<file path="config.mk">
export PLATFORM = sky130hd
export DESIGN_NAME = capture_engine_flat
export DESIGN_NICKNAME = d
export VERILOG_FILES = /design/src/rtl/capture_pkg.sv /design/src/rtl/capture_engine_if.sv /design/src/rtl/capture_engine_ring_addr_ctr.sv /design/src/rtl/capture_engine.sv /design/src/flat_wrapper.sv
export SDC_FILE = /design/constraint.sdc
export NUM_CORES = 1
export LEC_CHECK = 0
export ABC_AREA = 1
export CORE_MARGIN = 4
export CORE_UTILIZATION = 37
export CTS_CLUSTER_DIAMETER = 60
export DETAILED_ROUTE_END_ITERATION = 10
export SYNTH_ARGS = -nofsm -noshare
export SYNTH_HDL_FRONTEND = slang
export SYNTH_SLANG_ARGS = --single-unit
</file>
<file path="constraint.sdc">
create_clock -name clk -period 5.65 [get_ports clk]
set_input_delay 1.13 -clock clk [delete_from_list [all_inputs] [get_ports clk]]
set_output_delay 1.13 -clock clk [all_outputs]
set_load 0.1 [all_outputs]
</file>
<file path="src/rtl/capture_pkg.sv">
// Shared types and helpers for the logic-analyzer capture controller.
package capture_pkg;

  typedef enum logic [2:0] {IDLE, PRE, ARMED, POST, DONE} capt_state_t;

  // Post-trigger count is kept in [1, entries-1] so at least one pre sample exists.
  function automatic int clamp_post(input int trig_pos, input int entries);
    if (trig_pos < 1) return 1;
    if (trig_pos > entries - 1) return entries - 1;
    return trig_pos;
  endfunction

endpackage

</file>
<file path="src/rtl/capture_engine_if.sv">
// Control/status bundle between the command block and the capture engine.
interface capture_engine_if #(parameter int LOG2 = 9);

  logic            wrt_smpl;
  logic            run;
  logic [LOG2-1:0] trig_pos;
  logic            trig_in;
  logic            clr_done;
  logic            rd_next;
  logic            we;
  logic [LOG2-1:0] waddr;
  logic [LOG2-1:0] raddr;
  logic            armed;
  logic            triggered;
  logic            capture_done;
  logic            rd_last;

  modport master (
    output wrt_smpl, run, trig_pos, trig_in, clr_done, rd_next,
    input  we, waddr, raddr, armed, triggered, capture_done, rd_last
  );

  modport slave (
    input  wrt_smpl, run, trig_pos, trig_in, clr_done, rd_next,
    output we, waddr, raddr, armed, triggered, capture_done, rd_last
  );

endinterface

</file>
<file path="src/rtl/capture_engine_ring_addr_ctr.sv">
// Modulo-ENTRIES address counter with synchronous load; load has priority over inc.
module ring_addr_ctr #(
  parameter int ENTRIES = 384,
  parameter int LOG2    = 9
) (
  input  logic            clk,
  input  logic            rst_n,
  input  logic            inc,
  input  logic            load,
  input  logic [LOG2-1:0] load_val,
  output logic [LOG2-1:0] addr,
  output logic [LOG2-1:0] nxt
);

  localparam logic [LOG2-1:0] LAST = LOG2'(ENTRIES - 1);

  assign nxt = (addr == LAST) ? '0 : addr + LOG2'(1);

  always_ff @(posedge clk or negedge rst_n) begin
    if (!rst_n)    addr <= '0;
    else if (load) addr <= load_val;
    else if (inc)  addr <= nxt;
  end

endmodule

</file>
<file path="src/rtl/capture_engine.sv">
// Circular-buffer capture sequencer with wrap-aware readout.
// Optional CAPTURE_SW_TRIG_EN adds a force_trig input that triggers from PRE or ARMED.
module capture_engine
  import capture_pkg::*;
#(
  parameter int NUM_CH  = 5,
  parameter int ENTRIES = 384,
  parameter int LOG2    = 9
) (
  input  logic clk,
  input  logic rst_n,
`ifdef CAPTURE_SW_TRIG_EN
  input  logic force_trig,
`endif
  capture_engine_if.slave bus
);

  localparam logic [LOG2-1:0] LAST_ADDR = LOG2'(ENTRIES - 1);

  if (ENTRIES > (1 << LOG2) || ENTRIES < 2 || NUM_CH < 1) begin : g_cfg_check
    $error("capture_engine: invalid NUM_CH/ENTRIES/LOG2 combination");
  end

  capt_state_t     state, state_nxt;
  logic            armed_q, armed_nxt, trig_q, trig_nxt, done_q, done_nxt;
  logic            rd_last_q, rd_last_nxt;
  logic [LOG2-1:0] smpl_cnt, smpl_cnt_nxt, post_cnt, post_cnt_nxt, post_p, post_p_nxt;
  logic [LOG2-1:0] pre_target, waddr, waddr_nxt, raddr, raddr_nxt, newest, r_load_val;
  logic            w_inc, w_load, r_inc, r_load, capturing, wr, trig_force;

`ifdef CAPTURE_SW_TRIG_EN
  assign trig_force = force_trig;
`else
  assign trig_force = 1'b0;
`endif

  assign capturing  = (state == PRE) || (state == ARMED) || (state == POST);
  assign wr         = bus.wrt_smpl & capturing;
  assign pre_target = LOG2'(ENTRIES - int'(post_p));
  assign newest     = (waddr == '0) ? LAST_ADDR : waddr - LOG2'(1);

  ring_addr_ctr #(.ENTRIES(ENTRIES), .LOG2(LOG2)) u_waddr (
    .clk(clk), .rst_n(rst_n), .inc(w_inc), .load(w_load),
    .load_val({LOG2{1'b0}}), .addr(waddr), .nxt(waddr_nxt)
  );

  ring_addr_ctr #(.ENTRIES(ENTRIES), .LOG2(LOG2)) u_raddr (
    .clk(clk), .rst_n(rst_n), .inc(r_inc), .load(r_load),
    .load_val(r_load_val), .addr(raddr), .nxt(raddr_nxt)
  );

  always_ff @(posedge clk or negedge rst_n) begin
    if (!rst_n) begin
      state     <= IDLE;
      armed_q   <= 1'b0;
      trig_q    <= 1'b0;
      done_q    <= 1'b0;
      rd_last_q <= 1'b0;
      smpl_cnt  <= '0;
      post_cnt  <= '0;
      post_p    <= LOG2'(1);
    end else begin
      state     <= state_nxt;
      armed_q   <= armed_nxt;
      trig_q    <= trig_nxt;
      done_q    <= done_nxt;
      rd_last_q <= rd_last_nxt;
      smpl_cnt  <= smpl_cnt_nxt;
      post_cnt  <= post_cnt_nxt;
      post_p    <= post_p_nxt;
    end
  end

  always_comb begin
    state_nxt    = state;
    armed_nxt    = armed_q;
    trig_nxt     = trig_q;
    done_nxt     = done_q;
    rd_last_nxt  = rd_last_q;
    smpl_cnt_nxt = smpl_cnt;
    post_cnt_nxt = post_cnt;
    post_p_nxt   = post_p;
    w_inc        = wr;
    w_load       = 1'b0;
    r_inc        = 1'b0;
    r_load       = 1'b0;
    r_load_val   = '0;
    unique case (state)
      IDLE: begin
        smpl_cnt_nxt = '0;
        post_cnt_nxt = '0;
        armed_nxt    = 1'b0;
        trig_nxt     = 1'b0;
        done_nxt     = 1'b0;
        rd_last_nxt  = 1'b0;
        w_load       = 1'b1;
        r_load       = 1'b1;
        if (bus.run) begin
          state_nxt  = PRE;
          post_p_nxt = LOG2'(clamp_post(int'(bus.trig_pos), ENTRIES));
        end
      end
      PRE: begin
        if (wr) smpl_cnt_nxt = smpl_cnt + LOG2'(1);
        if (trig_force) begin
          state_nxt    = POST;
          trig_nxt     = 1'b1;
          post_cnt_nxt = '0;
        end else if (wr && (smpl_cnt + LOG2'(1) == pre_target)) begin
          state_nxt = ARMED;
          armed_nxt = 1'b1;
        end
      end
      // A write coinciding with the trigger belongs to the pre-trigger region.
      ARMED: begin
        if (bus.trig_in || trig_force) begin
          state_nxt    = POST;
          trig_nxt     = 1'b1;
          post_cnt_nxt = '0;
        end
      end
      POST: begin
        if (wr) begin
          post_cnt_nxt = post_cnt + LOG2'(1);
          if (post_cnt + LOG2'(1) == post_p) begin
            state_nxt   = DONE;
            done_nxt    = 1'b1;
            armed_nxt   = 1'b0;
            r_load      = 1'b1;
            r_load_val  = waddr_nxt;
            rd_last_nxt = 1'b0;
          end
        end
      end
      DONE: begin
        if (bus.clr_done) begin
          state_nxt   = IDLE;
          armed_nxt   = 1'b0;
          trig_nxt    = 1'b0;
          done_nxt    = 1'b0;
          rd_last_nxt = 1'b0;
          w_load      = 1'b1;
          r_load      = 1'b1;
        end else if (bus.rd_next) begin
          r_inc       = 1'b1;
          rd_last_nxt = (raddr_nxt == newest);
        end
      end
      default: state_nxt = IDLE;
    endcase
    if (capturing && !bus.run) begin
      state_nxt    = IDLE;
      armed_nxt    = 1'b0;
      trig_nxt     = 1'b0;
      done_nxt     = 1'b0;
      rd_last_nxt  = 1'b0;
      smpl_cnt_nxt = '0;
      post_cnt_nxt = '0;
      w_load       = 1'b1;
      r_load       = 1'b1;
      r_load_val   = '0;
    end
  end

  assign bus.we           = wr;
  assign bus.waddr        = waddr;
  assign bus.raddr        = raddr;
  assign bus.armed        = armed_q;
  assign bus.triggered    = trig_q;
  assign bus.capture_done = done_q;
  assign bus.rd_last      = rd_last_q;

endmodule

</file>
<file path="src/flat_wrapper.sv">
// flat-port wrapper written by rule: the top's interface ports become plain ports
module capture_engine_flat import capture_pkg::*;
#(
  parameter int NUM_CH  = 5,
  parameter int ENTRIES = 384,
  parameter int LOG2    = 9
)
  (clk, rst_n, bus_wrt_smpl, bus_run, bus_trig_pos, bus_trig_in, bus_clr_done, bus_rd_next, bus_we, bus_waddr, bus_raddr, bus_armed, bus_triggered, bus_capture_done, bus_rd_last);
  capture_engine_if #(.LOG2(LOG2)) bus_i ();
  input  logic clk;
  input  logic rst_n;
  input wire logic [$bits(bus_i.wrt_smpl)-1:0] bus_wrt_smpl;
  input wire logic [$bits(bus_i.run)-1:0] bus_run;
  input wire logic [$bits(bus_i.trig_pos)-1:0] bus_trig_pos;
  input wire logic [$bits(bus_i.trig_in)-1:0] bus_trig_in;
  input wire logic [$bits(bus_i.clr_done)-1:0] bus_clr_done;
  input wire logic [$bits(bus_i.rd_next)-1:0] bus_rd_next;
  output wire logic [$bits(bus_i.we)-1:0] bus_we;
  output wire logic [$bits(bus_i.waddr)-1:0] bus_waddr;
  output wire logic [$bits(bus_i.raddr)-1:0] bus_raddr;
  output wire logic [$bits(bus_i.armed)-1:0] bus_armed;
  output wire logic [$bits(bus_i.triggered)-1:0] bus_triggered;
  output wire logic [$bits(bus_i.capture_done)-1:0] bus_capture_done;
  output wire logic [$bits(bus_i.rd_last)-1:0] bus_rd_last;
  assign bus_i.wrt_smpl = bus_wrt_smpl;
  assign bus_i.run = bus_run;
  assign bus_i.trig_pos = bus_trig_pos;
  assign bus_i.trig_in = bus_trig_in;
  assign bus_i.clr_done = bus_clr_done;
  assign bus_i.rd_next = bus_rd_next;
  assign bus_we = bus_i.we;
  assign bus_waddr = bus_i.waddr;
  assign bus_raddr = bus_i.raddr;
  assign bus_armed = bus_i.armed;
  assign bus_triggered = bus_i.triggered;
  assign bus_capture_done = bus_i.capture_done;
  assign bus_rd_last = bus_i.rd_last;
  capture_engine #(.NUM_CH(NUM_CH), .ENTRIES(ENTRIES), .LOG2(LOG2)) u_core (.clk(clk), .rst_n(rst_n), .bus(bus_i));
endmodule
</file>
# Yosys cells after proc, flatten, opt, wreduce, memory -nomap -nowiden
# Index checks and enable logic that the tools add are counted.
dict set report word_totals {
  reg_bits 52
  input_bits 16
  out_inout_bits 23
  elab_cells 122
}
dict set report op_classes {
  n_addsub 6
  magnitude_cmp 2
  n_eq_ne 17
  n_mux 64
  bitwise 1
  n_reduce_logical 22
}
# op n
set ops {}
lappend ops {{$mux W9} 19}
lappend ops {{$add A9 B1 Y9 const B} 4}
lappend ops {{$mux W1} 29}
lappend ops {{$eq A9 B9 Y1} 3}
lappend ops {{$pmux W9 S3} 1}
lappend ops {{$mux W3} 7}
lappend ops {{$eq A9 B9 Y1 const B} 2}
lappend ops {{$pmux W9 S2} 1}
lappend ops {{$pmux W3 S5} 1}
lappend ops {{$ne A3 B2 Y1 const B} 4}
lappend ops {{$pmux W1 S3} 4}
lappend ops {{$reduce_bool A4 Y1} 3}
lappend ops {{$gt A9 B9 Y1 const B} 1}
lappend ops {{$logic_not A9 Y1} 1}
lappend ops {{$lt A9 B1 Y1 const B} 1}
lappend ops {{$ne A3 B3 Y1 const B} 3}
lappend ops {{$sub A9 B1 Y9 const B} 1}
lappend ops {{$sub A9 B9 Y9 const A} 1}
lappend ops {{$reduce_and A4 Y1} 2}
lappend ops {{$eq A3 B2 Y1 const B} 2}
lappend ops {{$reduce_and A3 Y1} 2}
lappend ops {{$reduce_and A6 Y1} 1}
lappend ops {{$reduce_and A5 Y1} 1}
lappend ops {{$reduce_bool A5 Y1} 1}
lappend ops {{13 further kinds} 17}

# Longest topological paths before layout
# Gate-level depths: netlist of run 1.
dict set report logic_depth {
  ltp_word 9
  ltp_mapped 16
  ltp_nobuf 16
}

# Hierarchy
# Synthesis of run 1 repeated with hierarchy kept, for this count alone.
dict set report hier_totals {
  hier_cells 659
  area_unflattened_um2 4249.1
}
# module n_inst cells_per_inst area_each_um2 seq_area_each_um2
set modules_own_cells {}
lappend modules_own_cells {capture_engine 1 479 2959.1 852.1}
lappend modules_own_cells {{ring_addr_ctr at u_core.u_waddr} 1 92 655.6 225.2}
lappend modules_own_cells {{ring_addr_ctr at u_core.u_raddr} 1 88 634.4 225.2}

# Least setup slack after synthesis of run 1
# No wires, ideal clock.
dict set report synth_timing {
  path_kind {input to output}
  from {in bus_wrt_smpl}
  to {out bus_we}
  t_arrival_ps 2466
  required_time_ps 4520
  path_slack_ps 2054
  stages 2
  n_path_buf 1
  path_cell_list {nor3b_4 clkbuf_1}
}
dict set report synth_between {
  elab_chain_len 1
}
# item line_no
set synth_rtl {}
lappend synth_rtl {{start, declared} flat_wrapper.sv:12} ;# input wire logic [$bits(bus_i.wrt_smpl)-1:0] bus_wrt_smpl;
lappend synth_rtl {{$and A1 B1 Y1} capture_engine.sv:38} ;# assign wr = bus.wrt_smpl & capturing;
lappend synth_rtl {{end, declared} flat_wrapper.sv:18} ;# output wire logic [$bits(bus_i.we)-1:0] bus_we;
# No other way between the ends.

# Final worst setup path of run 1
# Same ends and word-level chain as after synthesis.

==> results of run 1 <==
power groups by stage:
stage / Combinational (mW) / Clock, mW / Sequential, mW
after floorplan: 0.659 / 0 / 0.723
after global placement: 1.09 / 0 / 0.556
after detailed placement: 1.10 / 0 / 0.557
after CTS: 1.11 / 0.290 / 0.549
after global routing: 1.24 / 0.306 / 0.564
final: 1.10 / 0.282 / 0.552
layer usage:
metal / vias up / routed length (µm) / track usage / part of all wire
li1: 2076 / - / - / -
met1: 1945 / 5080 / 0.247 / 0.48
met2: 106 / 4940 / 0.285 / 0.46
met3: 8 / 536 / 0.0223 / 0.050
met4: 0 / 101 / 0.0365 / 0.0095
met5: - / 0 / 0 / 0
kinds of logic (layout without fill, tap and decap cells):
| kind of cell | count (synthesis) | in the layout | share of synthesized area |
|---|---|---|---|
| buffers and inverters | 92 | 132 | 0.0883 |
| and+or+nand+nor | 377 | 377 | 0.432 |
| adders and majority gates | 6 | 6 | 0.0189 |
| AOI/OAI and AO/OA | 67 | 67 | 0.0962 |
| xor gates and xnor gates | 17 | 17 | 0.0374 |
| DFF | 52 | 52 | 0.327 |
critical path, stage by stage:
cell and delay (ns):
clkdlybuf4s50_1 0.48, nor3b_4 0.59, buf_4 0.42
registers in the layout, indices dropped and copies added, names as in the netlist:
register	flops
u_core.post_cnt	9
u_core.post_p	9
u_core.smpl_cnt	9
u_core.u_raddr.addr	9
u_core.u_waddr.addr	9
u_core.state	3
u_core.bus.armed	1
u_core.bus.capture_done	1
u_core.bus.rd_last	1
u_core.bus.triggered	1
through the flow:
stage	util	cells	setup WS, ns
2_1_floorplan	-	611	2.05
3_3_place_gp	0.432	779	1.97
3_5_place_dp	0.432	779	1.95
4_1_cts	0.443	787	1.95
5_1_grt	0.443	787	1.85
6_report	0.443	787	1.90
worst paths after layout:
kind / endpoint / slack [ns] / cells after the start
setup / recovery: bus_we / 1.90 / 3
hold / removal: u_core.bus.armed / 0.49 / 2
setup reg to reg: u_core.post_cnt[4] / 3.33 / 8
hold reg to reg: u_core.bus.armed / 0.49 / 2
max in group asynchronous: u_core.post_cnt[0] / 4.24 / 2
min in group asynchronous: u_core.post_p[4] / 0.93 / 2
area by class of cell:
class	count	area, µm²
Fill cell	1106	5800
Inverter	85	319
Clock inverter	2	38.8
Multi-Input combinational cell	467	2330
Tap cell	136	170
Timing Repair Buffer	39	380
Sequential cell	52	1300
Clock buffer	6	82.6
placed cells by master (no fill, tap or decap), types with 2 or more instances in the layout:
master,count
nor2_4,3
nor2_1,67
nor3_1,6
nand3_2,4
nand2_2,7
ha_1,6
nor2_2,6
clkinv_1,2
inv_1,78
xnor2_1,3
nand3b_1,3
nand4_1,25
o21ai_1,3
inv_2,5
a21oi_1,8
buf_4,2
nand2_1,177
a31oi_1,2
o21ai_0,31
dfrtp_1,51
xor2_1,14
clkdlybuf4s50_1,36
nand3_1,71
o22ai_1,19
clkbuf_8,6
==> out/metrics.yaml, run 1 <==
status: "finished, final reports clean"
synthTopCellsByArea: "dfrtp_1 32%, nand2_1 17%, nand3_1 8.9%"
worst_slew_pin_slew_ns: 0.974
critPathMaxFanout: 14
clock_latency_ns: 0.32
finalNetCount: 672
drt_wl_total_um: 10700
yosys.area.top_type_share: 0.321
grt_pass1_wl_um: 18400
hpwl_um: 8220
cts-root-buf: "clkbuf_8"
worst_hold_startpoint: "u_core.bus.armed"
p_seq_frac: 0.285
wl_per_cell_um: 13.5
die-area_um2: 12500
cts_buffers: 5
timing.rr.start: "u_core.state[1]"
maxCapViolations: 0
syn-cell-area_um2: 3980
hp-class: "reg -> reg"
dpl_cell_area_um2: 4500
routabilityCongestion: 0.920
antenna_left: 0
postCtsSetupBuffers: 0
skew_ns: 0.0153
synth_most_common_cell: "nand2_1"
synth_nets: 633
area_growth_pct: 16.1
async_reset_ff_frac: 1.00
io_pins: 39
antenna_cells: 0
power.density_nw_per_um2: 420
firstDrtPassIters: 5
critical_path_arrival_ns: 2.62
whs_ns: 0.495
fin_total_pwr_mw: 1.94
yosys_warnings: 0
clockBufferDepth: 2
fin_crit_ns: 3.75
holdBufCountCts: 0
grt_overflow: 0
die_w_um: 112
vias_per_cell: 5.25
synth_cell_types: 38
die_y_um: 112
io_buffers: 38
drtIter0Drc: 215
yosysSeqAreaShare: 0.327
p_sw_mw: 1.03
cts-resized-gates: 0
clock-sinks: 52
grt.total_usage: 0.174
ir_drop_mv: 0.276
synth_ff_type: "dfrtp_1"
fin_area_um2: 4620
rows: 37
critPathRequiredTime_ns: 4.52
drc: 0
crit_path_end_kind: "output pin"
core_area_um2: 10400
antenna_found_initial: 0
drive_gt1_frac: 0.0676
yosys.area.top_type: "dfrtp_1"
clkTransAtPathRegs_ns: 0.10
clkPwrFrac: 0.145
switching_share: 0.531
grt_max_degree: 53
p_comb_frac: 0.570
synth_area_per_cell_um2: 6.51
tns_ns: 0
grt_pass1_vias: 3946
period_share: 0.664
ys_seq_elements: 52
critPathLaunch: "bus_wrt_smpl"
setup_viol_count_final: 0
initial_core_util: 0.382
htreeDepth: 2
cts_tree: "done"
hold_viol_final: 0
fmax_mhz: 267
synthTopCellsByCount: "177 x nand2_1, 78 x inv_1, 71 x nand3_1"
drv_slew: 0
synth_edf_count: 0
num_vias: 4135
rsz0062_at_grt: "false"
syn_inst: 611
internal_power_mw: 0.908
p_leak_nw: 2.14
critPathLaunchType: "input port"
criticalPathCategory: "in -> out"
max_slew_margin: 0.348
Power figures use the tool's default switching activity.
==> run 2, diff against run 1 <==
- clock period: 5.65 -> 3.2 ns (I/O delays scaled with it)
==> run 2 against run 1 <==
First-iteration DRC count is 48% higher. Sequential share of layout area grew 0.32 points. Critical path type unchanged. Via count fell by 2.6%. Core utilization decreased by 0.49 points. Hold slack worse by 0.27 ns. Worst setup slack got worse by 1.2 ns. Sequential power rose by 77%. Clock skew about the same. Die area is the same. Combinational power increased by 78%.
==> out/metrics.yaml, run 2 (same netlist as run 1, synthesis figures left out) <==
cts-resized-gates: 0  # unchanged
cts-root-buf: "clkbuf_8"
die_y_um: 112  # unchanged
hold_viol_final: 0  # unchanged
drv_slew: 0  # unchanged
final_cell_mix: "177 x nand2_1, 78 x inv_1, 71 x nand3_1"
placed_cells: 782  # +0.39%
antenna_left: 0  # unchanged
postCtsSetupBuffers: 0  # unchanged
final_common_cell: "nand2_1"
critPathLaunchType: "input port"
p_seq_frac: 0.293  # +0.008
critPathLaunch: "bus_wrt_smpl"
die-area_um2: 12500  # unchanged
period_share: 0.766
firstDrtPassIters: 5  # unchanged
routabilityCongestion: 0.841  # -8.6%
status: "finished, final reports clean"
critical_path_arrival_ns: 1.81  # -0.81 ns
drtIter0Drc: 318  # +48%
critPathRequiredTime_ns: 2.56  # -1.96 ns
core_area_um2: 10400  # unchanged
clkPwrFrac: 0.120  # -0.025
p_leak_nw: 2.19  # +2.0%
rows: 37  # unchanged
holdBufCountCts: 0  # unchanged
whs_ns: 0.221  # -0.274 ns
p_sw_mw: 1.82  # +77%
initial_core_util: 0.382  # unchanged
grt_pass1_vias: 3728  # -5.5%
htreeDepth: 2  # unchanged
switching_share: 0.547  # +0.0158
internal_power_mw: 1.51  # +66%
power.density_nw_per_um2: 730  # +74%
drt_wl_total_um: 10900  # +2.6%
criticalPathCategory: "in -> out"
stdcell_count: 790  # +0.38%
hp-class: "in -> async"
drc: 0  # unchanged
skew_ns: 0.0149  # -0.000376 ns
grt_pass1_wl_um: 18200  # -1.1%
post-route-util: 0.439  # -0.00492
hpwl_um: 8610  # +4.8%
clock-sinks: 52  # unchanged
clock_latency_ns: 0.31  # about the same
fmax_mhz: 408
grt_overflow: 0  # unchanged
io_buffers: 38  # unchanged
die_w_um: 112  # unchanged
maxCapViolations: 0  # unchanged
io_pins: 39  # unchanged
p_comb_frac: 0.586  # +0.016
wl_per_cell_um: 13.8  # +2.2%
finalNetCount: 675  # +0.45%
cts_tree: "done"
tns_ns: 0  # unchanged
antenna_found_initial: 0  # unchanged
fin_total_pwr_mw: 3.33  # +72%
drive_gt1_frac: 0.106  # +0.0379
grt.total_usage: 0.175  # +0.000662
nFillCells: 1097  # -0.81%
reg2reg_depth: 14  # +6
max_slew_margin: 0.748  # +0.399
timing.rr.start: "u_core.post_cnt[1]"
clockBufferDepth: 2  # unchanged
worst_slew_pin_slew_ns: 0.378  # -0.597 ns
fin_crit_ns: 2.45
rsz0062_at_grt: "false"
antenna_cells: 0  # unchanged
grt_max_degree: 23  # -57%
num_vias: 4028  # -2.6%
area_growth_pct: 14.8
setup_viol_count_final: 0  # unchanged
critPathMaxFanout: 12  # -2
crit_path_end_kind: "output pin"
cts_buffers: 5  # unchanged
vias_per_cell: 5.10  # -3.0%
clkTransAtPathRegs_ns: 0.11  # about the same
ir_drop_mv: 0.393  # +42%
run 2: cell count changes in the layout (fill, tap and decap cells not counted), sizes merged:
cell	change
clkinvlp	+1
bufinv	-1
clkbuf	-1
buf	+25
inv	+1
clkdlybuf4s50	-22
run 2: power groups by stage:
stage          clock [mW]  combinational, mW  sequential [mW]
2_1_floorplan           0               1.16             1.28
3_3_place_gp            0               1.93            0.986
3_5_place_dp            0               1.95            0.986
4_1_cts             0.421               1.96            0.973
5_1_grt             0.444               2.17            0.998
6_report            0.402               1.96            0.978
run 2: area by class of cell:
type                            instances  area (µm²)  area share
Clock buffer                            5        68.8      0.0151
Clock inverter                          3        21.3     0.00466
Inverter                               85         319      0.0698
Multi-Input combinational cell        467        2330       0.509
Sequential cell                        52        1300       0.285
Tap cell                              136         170      0.0373
Timing Repair Buffer                   42         360      0.0789
run 2: worst paths after layout:
kind                                           to  slack [ns]
max                                        bus_we        0.75
min                            u_core.post_cnt[6]        0.22
max reg2reg                u_core.u_raddr.addr[5]        0.93
min reg2reg                    u_core.bus.rd_last        0.49
max in group asynchronous    u_core.bus.triggered        2.32
min in group clk               u_core.bus.rd_last        0.49
run 2: critical path: stages:
cell and delay (ns):
clkdlybuf4s50_1 0.47, nor3b_4 0.25, buf_4 0.25, buf_12 0.19
run 2: metal layers:
metal,vias to the layer above,track usage,part of all wire
met5,-,0,0
met4,0,0.0373,0.012
met3,11,0.0212,0.028
met2,65,0.288,0.47
met1,1871,0.246,0.49
li1,2081,-,-
run 2: per-stage QoR:
step / cell area, µm² / setup slack (ns)
3_3_place_gp: 4480 / 0.672
4_1_cts: 4570 / 0.745
5_1_grt: 4570 / 0.657
6_report: 4570 / 0.748
2_1_floorplan: 3980 / 0.584
3_5_place_dp: 4480 / 0.613
